**src/rtl/rpn_pop_exec_if.sv**
```systemverilog
// Bundle between the RPN pop/execute unit and its owner: command/status signals plus
// the stack RAM port that the owner routes to this unit while busy is high.
interface rpn_pop_exec_if #(
  parameter int W  = 8,
  parameter int AW = 8
);
  logic          start;
  logic [2:0]    op;
  logic [AW-1:0] sp_in;
  logic [AW-1:0] mem_addr;
  logic [W-1:0]  mem_wdata;
  logic          mem_wren;
  logic [W-1:0]  mem_q;
  logic          busy;
  logic          done;
  logic          err;
  logic [AW-1:0] sp_out;
  logic          sp_load;
  logic [W-1:0]  result;
  logic          flag_z;
  logic          flag_c;

  modport master (
    output start, op, sp_in, mem_q,
    input  mem_addr, mem_wdata, mem_wren, busy, done, err,
           sp_out, sp_load, result, flag_z, flag_c
  );

  modport slave (
    input  start, op, sp_in, mem_q,
    output mem_addr, mem_wdata, mem_wren, busy, done, err,
           sp_out, sp_load, result, flag_z, flag_c
  );
endinterface

```
**src/rtl/rpn_pop_exec.sv**
```systemverilog
// RPN pop/execute unit: pops B (top) and A (next), computes A op B and writes the
// result back as the new top, then hands the decremented stack count to its owner.
module rpn_pop_exec #(
  parameter int W  = 8,
  parameter int AW = 8
) (
  input logic           CLOCK_50,
  input logic           RESET_N,
  rpn_pop_exec_if.slave bus
);

  typedef enum logic [3:0] {
    IDLE, RD_B, WAIT_B, RD_A, WAIT_A, EXEC, WR, FIN, ERR
  } state_e;

  state_e        state_q;
  logic [2:0]    op_q;
  logic [AW-1:0] sp_q;
  logic [W-1:0]  b_q;
  logic [AW-1:0] mem_addr_q;
  logic [W-1:0]  mem_wdata_q;
  logic          mem_wren_q;
  logic          busy_q;
  logic          done_q;
  logic          err_q;
  logic [AW-1:0] sp_out_q;
  logic          sp_load_q;
  logic [W-1:0]  result_q;
  logic          flag_z_q;
  logic          flag_c_q;

  logic [W:0]     sum_d;
  logic [2*W-1:0] prod_d;
  logic [W-1:0]   alu_res_d;
  logic           alu_c_d;

  // A is taken straight from mem_q during EXEC; B was captured in RD_A.
  always_comb begin
    sum_d     = {1'b0, bus.mem_q} + {1'b0, b_q};
    prod_d    = {{W{1'b0}}, bus.mem_q} * {{W{1'b0}}, b_q};
    alu_res_d = '0;
    alu_c_d   = 1'b0;
    case (op_q)
      3'b000: begin
        alu_res_d = sum_d[W-1:0];
        alu_c_d   = sum_d[W];
      end
      3'b001: begin
        alu_res_d = bus.mem_q - b_q;
        alu_c_d   = (bus.mem_q < b_q);
      end
      3'b010: alu_res_d = bus.mem_q & b_q;
      3'b011: alu_res_d = bus.mem_q | b_q;
      3'b100: alu_res_d = bus.mem_q ^ b_q;
      3'b101: begin
        alu_res_d = prod_d[W-1:0];
        alu_c_d   = |prod_d[2*W-1:W];
      end
      default: ;
    endcase
  end

  always_ff @(posedge CLOCK_50 or negedge RESET_N) begin
    if (!RESET_N) begin
      state_q     <= IDLE;
      op_q        <= '0;
      sp_q        <= '0;
      b_q         <= '0;
      mem_addr_q  <= '0;
      mem_wdata_q <= '0;
      mem_wren_q  <= 1'b0;
      busy_q      <= 1'b0;
      done_q      <= 1'b0;
      err_q       <= 1'b0;
      sp_out_q    <= '0;
      sp_load_q   <= 1'b0;
      result_q    <= '0;
      flag_z_q    <= 1'b0;
      flag_c_q    <= 1'b0;
    end else begin
      done_q     <= 1'b0;
      err_q      <= 1'b0;
      sp_load_q  <= 1'b0;
      mem_wren_q <= 1'b0;
      case (state_q)
        IDLE: begin
          if (bus.start) begin
            op_q   <= bus.op;
            sp_q   <= bus.sp_in;
            busy_q <= 1'b1;
            if (bus.sp_in < AW'(2) || bus.op[2:1] == 2'b11) begin
              state_q <= ERR;
            end else begin
              mem_addr_q <= bus.sp_in - AW'(1);
              state_q    <= RD_B;
            end
          end
        end
        RD_B:   state_q <= WAIT_B;
        WAIT_B: begin
          mem_addr_q <= sp_q - AW'(2);
          state_q    <= RD_A;
        end
        RD_A: begin
          b_q     <= bus.mem_q;
          state_q <= WAIT_A;
        end
        WAIT_A: state_q <= EXEC;
        EXEC: begin
          result_q    <= alu_res_d;
          flag_z_q    <= (alu_res_d == '0);
          flag_c_q    <= alu_c_d;
          mem_wdata_q <= alu_res_d;
          mem_wren_q  <= 1'b1;
          state_q     <= WR;
        end
        WR: begin
          busy_q    <= 1'b0;
          done_q    <= 1'b1;
          sp_load_q <= 1'b1;
          sp_out_q  <= sp_q - AW'(1);
          state_q   <= FIN;
        end
        FIN: state_q <= IDLE;
        ERR: begin
          busy_q  <= 1'b0;
          done_q  <= 1'b1;
          err_q   <= 1'b1;
          state_q <= IDLE;
        end
        default: state_q <= IDLE;
      endcase
    end
  end

  assign bus.mem_addr  = mem_addr_q;
  assign bus.mem_wdata = mem_wdata_q;
  assign bus.mem_wren  = mem_wren_q;
  assign bus.busy      = busy_q;
  assign bus.done      = done_q;
  assign bus.err       = err_q;
  assign bus.sp_out    = sp_out_q;
  assign bus.sp_load   = sp_load_q;
  assign bus.result    = result_q;
  assign bus.flag_z    = flag_z_q;
  assign bus.flag_c    = flag_c_q;

endmodule

```
**src/flat_wrapper.sv**
```systemverilog
// flat-port wrapper written by rule: the top's interface ports become plain ports
module rpn_pop_exec_flat 
#(
  parameter int W  = 8,
  parameter int AW = 8
)
  (CLOCK_50, RESET_N, bus_start, bus_op, bus_sp_in, bus_mem_q, bus_mem_addr, bus_mem_wdata, bus_mem_wren, bus_busy, bus_done, bus_err, bus_sp_out, bus_sp_load, bus_result, bus_flag_z, bus_flag_c);
  rpn_pop_exec_if #(.W(W), .AW(AW)) bus_i ();
  input logic CLOCK_50;
  input logic RESET_N;
  input wire logic [$bits(bus_i.start)-1:0] bus_start;
  input wire logic [$bits(bus_i.op)-1:0] bus_op;
  input wire logic [$bits(bus_i.sp_in)-1:0] bus_sp_in;
  input wire logic [$bits(bus_i.mem_q)-1:0] bus_mem_q;
  output wire logic [$bits(bus_i.mem_addr)-1:0] bus_mem_addr;
  output wire logic [$bits(bus_i.mem_wdata)-1:0] bus_mem_wdata;
  output wire logic [$bits(bus_i.mem_wren)-1:0] bus_mem_wren;
  output wire logic [$bits(bus_i.busy)-1:0] bus_busy;
  output wire logic [$bits(bus_i.done)-1:0] bus_done;
  output wire logic [$bits(bus_i.err)-1:0] bus_err;
  output wire logic [$bits(bus_i.sp_out)-1:0] bus_sp_out;
  output wire logic [$bits(bus_i.sp_load)-1:0] bus_sp_load;
  output wire logic [$bits(bus_i.result)-1:0] bus_result;
  output wire logic [$bits(bus_i.flag_z)-1:0] bus_flag_z;
  output wire logic [$bits(bus_i.flag_c)-1:0] bus_flag_c;
  assign bus_i.start = bus_start;
  assign bus_i.op = bus_op;
  assign bus_i.sp_in = bus_sp_in;
  assign bus_i.mem_q = bus_mem_q;
  assign bus_mem_addr = bus_i.mem_addr;
  assign bus_mem_wdata = bus_i.mem_wdata;
  assign bus_mem_wren = bus_i.mem_wren;
  assign bus_busy = bus_i.busy;
  assign bus_done = bus_i.done;
  assign bus_err = bus_i.err;
  assign bus_sp_out = bus_i.sp_out;
  assign bus_sp_load = bus_i.sp_load;
  assign bus_result = bus_i.result;
  assign bus_flag_z = bus_i.flag_z;
  assign bus_flag_c = bus_i.flag_c;
  rpn_pop_exec #(.W(W), .AW(AW)) u_core (.CLOCK_50(CLOCK_50), .RESET_N(RESET_N), .bus(bus_i));
endmodule
```
**config.mk**
```make
export PLATFORM = sky130hd
export DESIGN_NAME = rpn_pop_exec_flat
export DESIGN_NICKNAME = d
export VERILOG_FILES = /design/src/rtl/rpn_pop_exec_if.sv /design/src/rtl/rpn_pop_exec.sv /design/src/flat_wrapper.sv
export SDC_FILE = /design/constraint.sdc
export NUM_CORES = 1
export LEC_CHECK = 0
export CAP_MARGIN = 20
export CORE_UTILIZATION = 33
export CTS_BUF_LIST = sky130_fd_sc_hd__clkbuf_8
export DETAILED_ROUTE_END_ITERATION = 12
export GPL_ROUTABILITY_DRIVEN = 0
export SLEW_MARGIN = 0
export SYNTH_ARGS = -nofsm -noshare
export SYNTH_HDL_FRONTEND = slang
export SYNTH_SLANG_ARGS = --single-unit
export TNS_END_PERCENT = 5
```
**constraint.sdc**
```tcl
create_clock -name CLOCK_50 -period 5.3 [get_ports CLOCK_50]
set_input_delay 0.53 -clock CLOCK_50 [delete_from_list [all_inputs] [get_ports CLOCK_50]]
set_output_delay 0.53 -clock CLOCK_50 [all_outputs]
set_load 0.005 [all_outputs]
```
Yosys cells after proc, flatten, opt, wreduce, memory -nomap -nowiden. Cells that the tools add are included.

Memories: 0. Memory bits (read-only): 0. Output and inout port bits: 39. Register bits: 54. Bits in latches: 0. RAM bits: 0. Logic and storage cells: 65.

Div/mod/pow operators: 0. Bitwise gates (word level): 3. Magnitude comparators: 2. Reduce and logical (&&, ||, !) cells: 11. Mux-type cells: 14. Equality and inequality tests: 15. Shift operators: 0. Multiply operators: 1. Add/sub/neg operators: 5.

Operator list (number): $pmux W8 S6 (1); $pmux W4 S7 (1); $mul A8 B8 Y16 (1); $mux W8 (2); $pmux W8 S2 (1); $sub A8 B1 Y8 const B (2); $eq A4 B3 Y1 const B (3); $add A8 B8 Y9 (1); $and A8 B8 Y8 (1); $eq A4 B2 Y1 const B (2); $logic_not A8 Y1 (1); $lt A8 B2 Y1 const B (1); $lt A8 B8 Y1 (1); $mux W4 (2); $or A8 B8 Y8 (1); $reduce_or A8 Y1 (1); $sub A8 B2 Y8 const B (1); $sub A8 B8 Y8 (1); $xor A8 B8 Y8 (1); $eq A3 B2 Y1 const B (2); $eq A3 B3 Y1 const B (2); $mux W1 (5); $eq A4 B1 Y1 const B (1); $eq A4 B4 Y1 const B (1); 12 further kinds (15).

Logic depth before layout (Yosys ltp). Gate-level depths: netlist of run 1.

Word-level depth: 5. Mapped depth: 17. Mapped depth without buffers: 17.

Least setup slack after synthesis of run 1. OpenSTA, ideal clock, no wires.

Kind: input port to flip-flop. From: input port bus_mem_q[4]. To: register u_core.flag_c_q, in the netlist u_core.bus.flag_c. Cell stages on the path: 15. Required time: 5167 ps. Path slack: 726 ps. Arrival time: 4441 ps. Cell sequence: ha_1 > fa_1 > inv_1 > fa_1 > fa_1 > fa_1 > inv_1 > ha_1 > o21ai_0 > nand2b_1 > a31o_2 > a31oi_1 > xnor2_1 > a2111oi_1 > a21oi_1.

Longest elaborated chain between the ends: 3. Elaborated cells on any way between the ends: 5. Classes of those cells: add/sub: 1; mul: 1; order compare: 1; mux: 1; reduce/logical: 1.

RTL lines: start, declared (RTL line flat_wrapper.sv:14) `input wire logic [$bits(bus_i.mem_q)-1:0] bus_mem_q;`; $mul A8 B8 Y16 (RTL line rpn_pop_exec.sv:40) `prod_d = {{W{1'b0}}, bus.mem_q} * {{W{1'b0}}, b_q};`; $reduce_or A8 Y1 (RTL line rpn_pop_exec.sv:57) `alu_c_d = |prod_d[2*W-1:W];`; $pmux W1 S3 * (RTL line rpn_pop_exec.sv:43) `case (op_q)`; end signal, assigned (RTL line rpn_pop_exec.sv:112) `flag_c_q <= alu_c_d;`; end, declared (RTL line rpn_pop_exec.sv:30) `logic flag_c_q;`.

Mark *: on every way between the ends. The rest lies on a longest branch, timed or not. A chain may end at the register's enable or synchronous reset.

Worst setup path in the final report of run 1.
From: input port bus_mem_q[3]. To: register u_core.flag_z_q, in the netlist u_core.bus.flag_z.

Longest elaborated chain between the ends: 3. Elaborated cells on any way between the ends: 8. Classes of those cells: add/sub: 2; mul: 1; mux: 1; bitwise: 3; reduce/logical: 1.

RTL lines: $mul A8 B8 Y16, or another cell as far along (RTL line rpn_pop_exec.sv:40); $pmux W8 S6 * (RTL line rpn_pop_exec.sv:43); $logic_not A8 Y1 * (RTL line rpn_pop_exec.sv:111) `flag_z_q <= (alu_res_d == '0);`; end signal, assigned (RTL line rpn_pop_exec.sv:111); end, declared (RTL line rpn_pop_exec.sv:29) `logic flag_z_q;`.

Marks and branches as above.

==> results by group, run 1 <==
Detailed routing
  • Drt total wl: 14700 um
  • DRC: 0
  • Post-route antenna net violation count: 0
  • Initial DRC count: 251
  • Drt pass-1 iters: 4
  • Drt wl/cell: 15.2 um
  • Vias/cell: 5.01
  • Via count: 4827

Synth
  • Seq/Total Area, Yosys: 23.2%
  • Yosys warning count: 0
  • Post-synth ARST share: 100%
  • Synth Instances: 672
  • Share of the synthesized area in the top cell type: 23.2%
  • Syn nets: 796
  • Synth area leaders: dfrtp_1 (23%), ha_1 (14%), fa_1 (13%), inv_1 (5.8%), nand2_1 (5.0%)
  • Primary FF master, synth: dfrtp_1
  • Area leader, netlist: dfrtp_1
  • Syn avg cell area: 8.66 sq um
  • #FFs+latches synth: 54
  • Synth Cell Area: 5820 sq um
  • EDFF count, synth: 0
  • Count of different cell masters after synthesis: 68

Critical path
  • WP buf/inv: 3
  • Reg2Reg Depth: 17
  • Critical path cell sequence: clkdlybuf4s50_1, buf_4, nand2_1, fa_1, fa_1, fa_1, fa_1, inv_1, ha_1, o21ai_0, nor2_1, nor3_1, a311oi_1, o221ai_1, o41ai_1
  • Crit-path max FO: 7
  • CP max stage delay: 590 ps
  • Crit-path slowest cell: fa_1
  • FF-to-FF End: u_core.bus.flag_c
  • RR Startpoint: u_core.b_q[3]
  • Worst setup SP type: input port
  • Most frequent CP cell: fa_1
  • Worst EP arrival: 5180 ps
  • Crit Path Class: in -> reg
  • Critical Path Sink Type: flop
  • Worst reg2reg setup slack: 580 ps
  • WP data required: 5510 ps
  • CP top delay family: adder cells

GRT
  • Gr ovfl total: 0
  • Met2 Track Usage GR: 28.3%
  • Largest net degree at the start of global routing: 55
  • Gr usage total: 17.0%
  • Number of global-route vias before repair: 4859
  • First-pass GRT wire length: 24600 um
  • Antenna violations before repair: 0
  • Met3 Use GR: 1.76%
  • Global route hottest layer: met2
  • Grt met1 use: 23.8%

Status
  • Outcome: complete, no violations

Floorplan
  • I/O pin total: 61
  • Rows: 48
  • DIE HEIGHT: 135 um
  • CORE AREA: 17200 sq um
  • Initial Utilization: 33.8%
  • Die ar.: 18200 sq um
  • Die Width: 135 um

Clocking
  • CTS tree: built
  • TritonCTS Buffers: 5
  • CTS resizes: 0
  • Post-CTS Setup Bufs: 0
  • CTS max path bufs: 2
  • Clock edge transition at the registers on the reported setup and hold paths: 110 ps
  • Hold buffers post-CTS: 0
  • Htree depth: 2
  • Clock latency on the worst-skew pair: 320 ps
  • Clock sinks: 54
  • Root Buffer Master: clkbuf_8

Place
  • Dpl ws: -32.5 ps
  • HPWL Detailed: 11700 um
  • Port-buffer cells: 60
  • Area post-placement: 6760 sq um

Min path
  • Hold Path Class: in -> async

STA
  • Worst-Margin Slew: 737 ps
  • Maximum clock frequency: 201 MHz
  • RSZ-0062 raised after global routing: no
  • Min Tclk post-route: 4970 ps
  • Endpoints failing hold: 0
  • Hold WS: 337 ps
  • Final setup margin: 330 ps
  • Fin crit share: 93.8%
  • # setup viols final: 0
  • Final Slew Violations: 0
  • Fin Clk Skew: 7.44 ps
  • Relative slew slack: 50.9%

Final layout
  • Share of cells above drive strength 1: 9.47%
  • Leading cell type in the layout, fill and taps excluded: inv_1
  • Area Growth Syn to Fin: 18.2%
  • Most frequent cells in the layout: inv_1 (90), nand2_1 (78), ha_1 (64), nor2_1 (60), clkdlybuf4s50_1 (59)
  • Design Area, Final: 6880 sq um
  • NumNets Final: 862
  • Diodes inserted: 0

Job
  • Max Cap Violations: 0
layout make-up:
cell class                      count  area [sq um]
Timing Repair Buffer               89           813
Sequential cell                    54          1350
Multi-Input combinational cell    495          3960
Inverter                           93           349
Clock inverter                      2          38.8
Fill cell                        1750         10400
Clock buffer                        6          82.6
Tap cell                          225           282
cell usage after synthesis, types with 3 or more instances:
cell and n:
a211o_1 4, a211oi_1 7, a21o_1 4, a21oi_1 28
a31o_2 3, a31oi_1 4, and4b_1 3, buf_2 4
buf_4 9, clkbuf_1 14, clkinv_1 3, dfrtp_1 54
fa_1 38, ha_1 64, inv_1 90, mux2_2 11
mux2_4 8, mux2i_1 6, nand2_1 78, nand2b_1 10
nand3_1 9, nand3b_1 5, nor2_1 60, nor3_1 10
nor3b_1 4, nor4_1 3, nor4b_1 5, o2111ai_1 3
o211ai_1 3, o21ai_0 42, o22ai_1 5, o31ai_1 3
or2_2 4, or4_1 3, xnor2_1 18, xor2_1 10
metrics by stage:
stage          cells  util, %  TNS, ps
6_report         964     39.9        0
5_1_grt          964     39.9        0
4_1_cts          964     39.9        0
3_5_place_dp     956     39.2    -32.5
3_3_place_gp     956     39.2        0
2_1_floorplan    672        -        0
flip-flops by register name, summed over array words and instances, names as in the netlist:
register             count
u_core.sp_q              8
u_core.bus.err           1
u_core.bus.result        8
u_core.bus.flag_c        1
u_core.bus.busy          1
u_core.b_q               8
u_core.bus.sp_out        8
u_core.bus.mem_addr      8
u_core.bus.done          1
u_core.bus.mem_wren      1
u_core.op_q              3
u_core.state_q           4
u_core.bus.sp_load       1
u_core.bus.flag_z        1
per-layer routing:
metal | vias to the layer above | part of all wire [%]
li1 | 2386 | -
met3 | 15 | 2.5
met5 | - | 0
met1 | 2354 | 49
met4 | 0 | 1.3
met2 | 72 | 47
kinds of logic (layout without fill, tap and decap cells):
family          count (synthesis)  in the layout  synth area share [%]
compound gates                132            132                  14.6
xor+xnor                       28             28                  4.21
fa+ha+maj                     102            102                  26.8
buf+inv                       123            190                  8.77
flops                          54             54                  23.2
mux                            25             25                  5.23
simple gates                  208            208                  17.1
worst max path at each step:
stage,from,end,slack [ps],cells past startpoint
final,bus_mem_q[3],u_core.bus.flag_z,330,15
after global routing,bus_mem_q[2],u_core.bus.flag_z,20,18
after floorplan,bus_mem_q[4],u_core.bus.flag_c,730,15
after detailed placement,bus_mem_q[2],u_core.bus.flag_c,-30,16
after CTS,bus_mem_q[2],u_core.bus.flag_c,310,16
after global placement,bus_mem_q[2],u_core.bus.flag_c,10,15
Power of run 1 is not shown: default switching activity piles up to over one toggle a cycle in this logic, so the estimate is an artifact.
==> run 2, diff against run 1 <==
--- a/config.mk
+++ b/config.mk
@@ -6,10 +6,11 @@
 export NUM_CORES = 1
 export LEC_CHECK = 0
 export CAP_MARGIN = 20
-export CORE_UTILIZATION = 33
+export CORE_UTILIZATION = 45
 export CTS_BUF_LIST = sky130_fd_sc_hd__clkbuf_8
 export DETAILED_ROUTE_END_ITERATION = 12
 export GPL_ROUTABILITY_DRIVEN = 0
+export PLACE_DENSITY = 0.66
 export SLEW_MARGIN = 0
 export SYNTH_ARGS = -nofsm -noshare
 export SYNTH_HDL_FRONTEND = slang
==> results by group, run 2 (same netlist as run 1, synthesis figures left out) <==
Status
  • Outcome: complete, no violations

Detailed routing
  • Post-route antenna net violation count: 0
  • Top sig layer: met4
  • Vias/cell: 5.46
  • Wire length on met2: 6930 um
  • M1 wire length: 6310 um
  • Drt total wl: 14500 um
  • Drt pass-1 iters: 5
  • Drt wl/cell: 16.0 um
  • Via count: 4939
  • DRC: 0
  • WL met3: 860 um
  • Initial DRC count: 331

Critical path
  • Worst EP arrival: 5300 ps
  • WP data required: 5510 ps
  • Critical path cell sequence: clkdlybuf4s50_1, nand2_1, fa_1, inv_1, fa_1, inv_1, fa_1, fa_1, inv_1, ha_1, o21ai_0, o21ai_1, a31o_2, a31oi_1, xnor2_1, a2111oi_1, a21oi_1
  • Critical Path Sink Type: flop
  • WP buf/inv: 4
  • Crit-path max FO: 7
  • CP top delay family: adder cells
  • Crit-path slowest cell: clkdlybuf4s50_1
  • CP max stage delay: 670 ps
  • Worst setup SP type: input port
  • Most frequent CP cell: fa_1
  • Crit Path Class: in -> reg

Final layout
  • Fin cells: 905
  • Share of cells above drive strength 1: 8.87%
  • FILL cells: 1201
  • NumNets Final: 856
  • Most frequent cells in the layout: inv_1 (90), nand2_1 (78), ha_1 (64), nor2_1 (60), clkdlybuf4s50_1 (58)
  • Area Growth Syn to Fin: 16.5%
  • Multi-input gate area in the final layout: 3970 sq um
  • Register Area: 1350 sq um
  • Leading cell type in the layout, fill and taps excluded: inv_1
  • Diodes inserted: 0

GRT
  • Number of global-route vias before repair: 5099
  • Antenna violations before repair: 0
  • First-pass GRT wire length: 24400 um
  • Gr ovfl total: 0
  • Largest net degree at the start of global routing: 55
  • Gr usage total: 23.4%

STA
  • Worst-Margin Slew: 859 ps
  • # setup viols final: 0
  • Fin Clk Skew: 9.68 ps
  • RSZ-0062 raised after global routing: no
  • Endpoints failing hold: 0
  • Final setup margin: 210 ps
  • Relative slew slack: 42.3%
  • Fin crit share: 96.0%
  • Min Tclk post-route: 5090 ps
  • Maximum clock frequency: 196 MHz
  • Final Slew Violations: 0

Clocking
  • Clock sinks: 54
  • Clock latency on the worst-skew pair: 320 ps
  • Clock edge transition at the registers on the reported setup and hold paths: 110 ps
  • Htree depth: 2
  • CTS tree: built
  • Post-CTS Setup Bufs: 0
  • Root Buffer Master: clkbuf_8
  • TritonCTS Buffers: 5
  • CTS max path bufs: 2

Floorplan
  • Initial Utilization: 46.1%
  • DIE HEIGHT: 116 um
  • I/O pin total: 61
  • Rows: 41
  • Die ar.: 13400 sq um
  • CORE AREA: 12600 sq um
  • Die Width: 116 um

Place
  • Dpl cells: 897
  • Port-buffer cells: 60
  • Dpl ws: -91.7 ps
  • HPWL Detailed: 11600 um

Job
  • Max Cap Violations: 0

Min path
  • Hold Path Class: in -> async
==> run 2: cell count changes in the layout (fill, tap and decap cells not counted) <==
cell and delta:
a211oi_1 -1, clkdlybuf4s50_1 -1, dlymetal6s2s_1 +1, buf_4 -6
a211oi_2 +1
==> run 2: final cells by class <==
type | count | share of cell area (%)
inverters | 93 | 5.15
flip-flops and latches | 54 | 19.9
clock buffers | 6 | 1.22
clock inverters | 2 | 0.572
well taps | 172 | 3.18
multi-input cells | 495 | 58.6
repair buffers | 83 | 11.4
==> run 2: worst paths after layout <==
check | from | to | slack (ps) | cells past startpoint
max | bus_mem_q[1] | u_core.bus.flag_c | 210 | 17
max reg2reg | u_core.b_q[3] | u_core.bus.flag_c | 450 | 16
min in group CLOCK_50 | u_core.bus.sp_out[3] | u_core.bus.sp_out[3] | 510 | 2
min | RESET_N | u_core.b_q[1] | 310 | 2
min reg2reg | u_core.bus.sp_out[3] | u_core.bus.sp_out[3] | 510 | 2
max in group asynchronous | RESET_N | u_core.state_q[1] | 4520 | 2
==> run 2: timing repair <==
action                     CTS  global route
gates resized for setup      0             2
hold buffers                 0             0
setup endpoints to repair    0             1
==> run 2: metrics by stage <==
stage / util (%) / instance area (sq um) / TNS [ps] / hold slack (ps)
after CTS: 53.6 / 6770 / 0 / 346
after floorplan: - / 5820 / 0 / 234
after global placement: 52.7 / 6650 / 0 / 473
final: 53.7 / 6780 / 0 / 310
after global routing: 53.7 / 6780 / 0 / 385
after detailed placement: 52.7 / 6650 / -115 / 475
==> run 2: per-layer routing <==
layer / GRT usage (%) / vias up
li1: - / 2380
met1: 30.6 / 2389
met2: 38.8 / 141
met3: 4.55 / 29
met4: 8.12 / 0
met5: 0 / -
Power of run 2 is left out for the same reason.
